File: src/rtl/pswd_enroll_ctrl_pkg.sv
// Shared layout and state encoding for the password check and enrollment paths.
package pswd_enroll_ctrl_pkg;

    localparam int unsigned ENR_ID_W        = 4;
    localparam int unsigned ENR_DIGIT_W     = 4;
    localparam int unsigned ENR_NUM_DIGITS  = 4;
    localparam int unsigned ENR_TIMEOUT_CYC = 1024;

    typedef enum logic [2:0] {
        S_IDLE    = 3'd0,
        S_ENTER   = 3'd1,
        S_CONFIRM = 3'd2,
        S_WRITE   = 3'd3,
        S_DONE    = 3'd4,
        S_FAIL    = 3'd5
    } enroll_state_e;

endpackage

File: src/rtl/enroll_timeout_cnt.sv
// Idle-cycle counter with synchronous clear; saturates and flags terminal count.
module enroll_timeout_cnt #(
    parameter int unsigned TIMEOUT_CYC = 1024
) (
    input  logic clk,
    input  logic rst_n,
    input  logic clear,
    output logic expired_c
);

    localparam int unsigned CNT_W = (TIMEOUT_CYC > 2) ? $clog2(TIMEOUT_CYC) : 1;
    localparam logic [CNT_W-1:0] TERMINAL = CNT_W'(TIMEOUT_CYC - 1);

    logic [CNT_W-1:0] cnt;

    always_ff @(posedge clk or negedge rst_n) begin
        if (!rst_n) begin
            cnt <= '0;
        end else if (clear) begin
            cnt <= '0;
        end else if (cnt != TERMINAL) begin
            cnt <= cnt + CNT_W'(1);
        end
    end

    assign expired_c = (cnt == TERMINAL);

endmodule

File: src/rtl/pswd_enroll_ctrl.sv
// Password enrollment: collect, confirm and write a new password for the logged-in ID.
module pswd_enroll_ctrl
    import pswd_enroll_ctrl_pkg::*;
#(
    parameter int unsigned ID_W        = ENR_ID_W,
    parameter int unsigned DIGIT_W     = ENR_DIGIT_W,
    parameter int unsigned NUM_DIGITS  = ENR_NUM_DIGITS,
    parameter int unsigned TIMEOUT_CYC = ENR_TIMEOUT_CYC
) (
    input  logic                          clk,
    input  logic                          reset,
    input  logic                          authorise_bit,
    input  logic [ID_W-1:0]               internalid,
    input  logic [DIGIT_W-1:0]            in_toggle_pswd,
    input  logic                          digit_btn,
    input  logic                          change_btn,
    input  logic                          logout,
    output logic                          wr_req,
    input  logic                          wr_ack,
    output logic [ID_W-1:0]               wr_addr,
    output logic [NUM_DIGITS*DIGIT_W-1:0] wr_data,
    output logic                          busy,
    output logic                          done_led,
    output logic                          err_led
);

    localparam int unsigned CNT_W = (NUM_DIGITS > 1) ? $clog2(NUM_DIGITS) : 1;
    localparam logic [CNT_W-1:0] LAST_DIGIT = CNT_W'(NUM_DIGITS - 1);

    enroll_state_e                        state;
    logic [NUM_DIGITS-1:0][DIGIT_W-1:0]   pswd;
    logic [CNT_W-1:0]                     digit_cnt;
    logic                                 mismatch;
    logic [CNT_W-1:0]                     slot_c;
    logic                                 last_c;
    logic                                 digit_match_c;
    logic                                 timeout_clear_c;
    logic                                 timeout_c;

    // Digit 0 lands in the most significant slot.
    assign slot_c        = LAST_DIGIT - digit_cnt;
    assign last_c        = (digit_cnt == LAST_DIGIT);
    assign digit_match_c = (pswd[slot_c] == in_toggle_pswd);
    assign wr_data       = pswd;

    // Counter only runs while waiting for digits; held clear everywhere else.
    assign timeout_clear_c = digit_btn | ~((state == S_ENTER) | (state == S_CONFIRM));

    enroll_timeout_cnt #(
        .TIMEOUT_CYC (TIMEOUT_CYC)
    ) u_timeout (
        .clk       (clk),
        .rst_n     (reset),
        .clear     (timeout_clear_c),
        .expired_c (timeout_c)
    );

    always_ff @(posedge clk or negedge reset) begin
        if (!reset) begin
            state     <= S_IDLE;
            wr_req    <= 1'b0;
            busy      <= 1'b0;
            done_led  <= 1'b0;
            err_led   <= 1'b0;
            wr_addr   <= '0;
            pswd      <= '0;
            digit_cnt <= '0;
            mismatch  <= 1'b0;
        end else begin
            case (state)
                S_IDLE: begin
                    if (change_btn) begin
                        busy <= 1'b1;
                        if (authorise_bit) begin
                            state     <= S_ENTER;
                            wr_addr   <= internalid;
                            digit_cnt <= '0;
                            mismatch  <= 1'b0;
                        end else begin
                            state   <= S_FAIL;
                            err_led <= 1'b1;
                        end
                    end
                end

                // Priority: logout > authorisation loss > timeout > digit.
                S_ENTER, S_CONFIRM: begin
                    if (logout) begin
                        state   <= S_IDLE;
                        busy    <= 1'b0;
                        wr_addr <= '0;
                        pswd    <= '0;
                    end else if (!authorise_bit || timeout_c) begin
                        state   <= S_FAIL;
                        err_led <= 1'b1;
                    end else if (digit_btn) begin
                        digit_cnt <= last_c ? '0 : digit_cnt + CNT_W'(1);
                        if (state == S_ENTER) begin
                            pswd[slot_c] <= in_toggle_pswd;
                            if (last_c) begin
                                state <= S_CONFIRM;
                            end
                        end else begin
                            mismatch <= mismatch | ~digit_match_c;
                            if (last_c) begin
                                if (mismatch || !digit_match_c) begin
                                    state   <= S_FAIL;
                                    err_led <= 1'b1;
                                end else begin
                                    state  <= S_WRITE;
                                    wr_req <= 1'b1;
                                end
                            end
                        end
                    end
                end

                // Write always completes; logout and auth loss wait for the ack.
                S_WRITE: begin
                    if (wr_ack) begin
                        state    <= S_DONE;
                        wr_req   <= 1'b0;
                        done_led <= 1'b1;
                    end
                end

                S_DONE, S_FAIL: begin
                    if (change_btn || logout) begin
                        state    <= S_IDLE;
                        busy     <= 1'b0;
                        done_led <= 1'b0;
                        err_led  <= 1'b0;
                        wr_addr  <= '0;
                        pswd     <= '0;
                    end
                end

                default: begin
                    state <= S_IDLE;
                end
            endcase
        end
    end

endmodule

File: config.mk
export PLATFORM = sky130hd
export DESIGN_NAME = pswd_enroll_ctrl
export DESIGN_NICKNAME = d
export VERILOG_FILES = /design/src/rtl/pswd_enroll_ctrl_pkg.sv /design/src/rtl/enroll_timeout_cnt.sv /design/src/rtl/pswd_enroll_ctrl.sv
export SDC_FILE = /design/constraint.sdc
export NUM_CORES = 1
export LEC_CHECK = 0
export ABC_AREA = 1
export CAP_MARGIN = 5
export CORE_UTILIZATION = 50
export DETAILED_ROUTE_END_ITERATION = 8
export PLACE_DENSITY = 0.78
export SYNTH_ARGS = -nofsm -noshare
export SYNTH_HDL_FRONTEND = slang
export SYNTH_SLANG_ARGS = --single-unit
File: constraint.sdc
create_clock -name clk -period 2 [get_ports clk]
set_input_delay 0.4 -clock clk [delete_from_list [all_inputs] [get_ports clk]]
set_output_delay 0.4 -clock clk [all_outputs]
set_load 0.01 [all_outputs]
==> summary.md <==
- outcome: complete, no violations
- Worst-path clk slew: 0.07 ns
- area overhead of the layout relative to synthesis: 25.16%
- post-DR wirelength/cell: 13.02 um
- Crit Path Max Fanout: 20
- Gates resized, CTS repair: 0
- slew at the pin closest to its max-slew limit: 0.4928 ns
- post-route minimum period: 1.828 ns
- final number of hold-violating endpoints: 0
- first-pass GRT wire length: 9232 um
- share of power burned in registers: 32.6%
- global route total overflow: 0
- FF-to-FF Start: u_timeout.cnt[0]$_DFFE_PN0P_
- Arr. time, crit path: 2.00 ns
- final setup violation count: 0
- width of the chip: 70.52 um
- cell area after synthesis: 2347 um^2
- io pins: 39
- sum of routed wire length over all layers: 5364 um
- sequential cell area fraction in the yosys report: 42.64%
- Post-CTS Setup Inserts: 0
- largest net degree at the start of global routing: 22
- total clock buffers created by CTS: 5
- Max clock buf depth: 2
- Finished Layout Cells: 412
- flip-flop and latch count after synthesis: 40
- final worst-path setup slack: 0.1716 ns
- Port Buffer Count: 38
- Power Internal: 0.002152 W
- sequential cell area in the final layout: 1001 um^2
- maximum VDD drop: 884.5 uV
- Placer Congestion: 0.8543
- gate count after technology mapping: 309
- TNS Setup: 0 ns
- post-synthesis async set-or-reset flop share: 100.0%
- share of final-layout standard cells stronger than drive strength 1: 12.22%
- number of clock sinks: 40
- Iteration-0 DRC Markers: 146
- combinational fraction of design power: 54.4%
- most common flop cell mapped by yosys: dfrtp_1
- kind of end point of the critical path: register
- leading cell type in the layout, fill and taps excluded: nand2_1
- final period utilization: 91.42%
- core box area: 4444 um^2
- Via density: 5.303
- Reg2Reg Capture Point: wr_data[9]$_DFFE_PN0P_
- portion of total power attributed to the clock network: 13.0%
- Cell Count Post-Placement: 405
- Ant. Diodes: 0
- cell count of the worst reg-to-reg path: 14
- sw power: 0.001661 W
- Setup WS pre-CTS: 0.08041 ns
- Finished Core Util: 66.10%
- fraction of power spent switching nets: 43.56%
- setup skew after layout: 0.003154 ns
- number of distinct standard cells referenced by the synthesized netlist: 36
- leading cell types in the layout, fill and taps excluded: nand2_1, dfrtp_1, clkdlybuf4s50_1
- post-synthesis average cell area: 7.596 um^2
- Max Freq: 546.9 MHz
- residual DRC count: 0
- Post-Syn Nets: 329
- number of maximum-capacitance violations: 0
- initial antenna violation count: 0
- overall die height: 70.52 um
- EDFF count, synth: 0
- die area: 4972 um^2
- TritonCTS clock tree: done
- Setup crit start kind: register
- final max-slew violation count: 0
- leakage power: 1.472 nW
- r2r setup slk: 0.17 ns
- drt pass-1 iters: 4
- worst hold slack after final layout: 0.07111 ns
- CTS H-tree lvls: 2
- kind of path behind the tightest hold check: primary input to async pin
- setup repair after global routing missed its margin: no
- Crit Path Class: register to register
- worst skew pair latency: 0.28 ns
- area used by multi-input combinational logic: 1169 um^2
- remaining max-slew budget at the tightest pin: 67.15%
- std cell rows: 24
- CTS Root Cell: clkbuf_8
- synth warn: 0
- Post-layout nets: 380
- post-detail-place hpwl: 4105 um
- starting utilization of the core area: 52.82%
- pwr/cell area: 1298 nW/um^2
- Total Routing Usage GR: 23.58%
- required time reported for the critical path endpoint: 2.17 ns
- Detail Route Antenna Nets: 0
- vias in the first global route: 2032
- filler cell count: 384
- vias after detailed routing: 2185
- CTS Hold Buffers Added: 0
## cells by family after synthesis
group | after synthesis | synth area share, %
DFF | 40 | 42.64
xor gates and xnor gates | 2 | 0.7464
and+or+nand+nor | 186 | 37.58
AOI/OAI and AO/OA | 34 | 8.795
buffers and inverters | 42 | 7.569
adders and majority gates | 5 | 2.665
## final cells by class
type                    instances  area share, %
clock buffers                   6          2.470
clock inverters                 1         0.1704
inverters                      37          4.855
multi-input cells             227          39.78
flip-flops and latches         40          34.07
well taps                      52          2.215
repair buffers                 49          16.44
## sequential cells by signal, indices dropped and copies added (netlist names)
name,flops
state,3
busy,1
err_led,1
done_led,1
digit_cnt,2
mismatch,1
wr_addr,4
u_timeout.cnt,10
wr_req,1
wr_data,16
## worst max path at each step
stage,startpoint,endpoint,slack (ns),depth (start not counted)
4_1_cts,u_timeout.cnt[0]$_DFFE_PN0P_,wr_data[9]$_DFFE_PN0P_,0.17,14
6_report,u_timeout.cnt[0]$_DFFE_PN0P_,wr_data[9]$_DFFE_PN0P_,0.17,14
5_1_grt,u_timeout.cnt[0]$_DFFE_PN0P_,wr_data[5]$_DFFE_PN0P_,0.01,14
2_1_floorplan,u_timeout.cnt[0]$_DFFE_PN0P_,wr_data[0]$_DFFE_PN0P_,0.34,14
3_5_place_dp,logout,wr_data[9]$_DFFE_PN0P_,0.08,10
3_3_place_gp,logout,wr_data[10]$_DFFE_PN0P_,0.10,10
## worst max-delay path, stage by stage, from the launching register on
cell and delay, ns:
dfrtp_1 0.39, ha_1 0.23, nand3_2 0.13, nor2_4 0.06
nand3b_4 0.09, nand2_2 0.07, inv_2 0.06, nand2_2 0.04
nand2_1 0.08, clkinv_2 0.08, nor2_4 0.10, buf_12 0.16
o21ai_2 0.09, nand2_1 0.08, nand2_1 0.05
## power by group through the flow
stage	Clock (W)	Sequential (W)	Combinational, W
after detailed placement	0	0.00125	0.00206
final	0.000496	0.00124	0.00207
after CTS	0.000515	0.00124	0.00207
after global placement	0	0.00126	0.00202
after floorplan	0	0.00127	0.00133
after global routing	0.000547	0.00128	0.00232
## cells in the mapped netlist, types with 2 or more instances
master / instances / share of area (%)
a21oi_1: 5 / 1.1
buf_4: 2 / 0.64
clkinv_1: 2 / 0.32
dfrtp_1: 40 / 43
ha_1: 5 / 2.7
inv_1: 27 / 4.3
inv_2: 6 / 0.96
nand2_1: 98 / 16
nand2_2: 4 / 1.1
nand2_4: 2 / 0.96
nand3_1: 28 / 6.0
nand3b_1: 2 / 0.64
nand4_1: 18 / 4.8
nor2_1: 18 / 2.9
nor2_2: 2 / 0.53
nor2_4: 2 / 0.96
nor3_1: 6 / 1.3
o21ai_0: 13 / 2.8
o21ai_1: 8 / 1.7
o21ai_2: 4 / 1.5
xor2_1: 2 / 0.75
## metal layers
metal | up-vias | routed length [um] | global-route usage [%]
met5 | - | 0 | 0
met4 | 0 | 40 | 7.029
met3 | 4 | 317 | 4.040
met2 | 59 | 2497 | 36.57
met1 | 1002 | 2508 | 33.89
li1 | 1120 | - | -
## metrics by stage
step	power [W]	instance area [um^2]
after floorplan	0.002601	2347
after global placement	0.003276	2860
after detailed placement	0.003307	2860
after CTS	0.003824	2938
after global routing	0.004139	2938
final	0.003812	2938
Note: power is estimated with default switching activity, not from simulation.
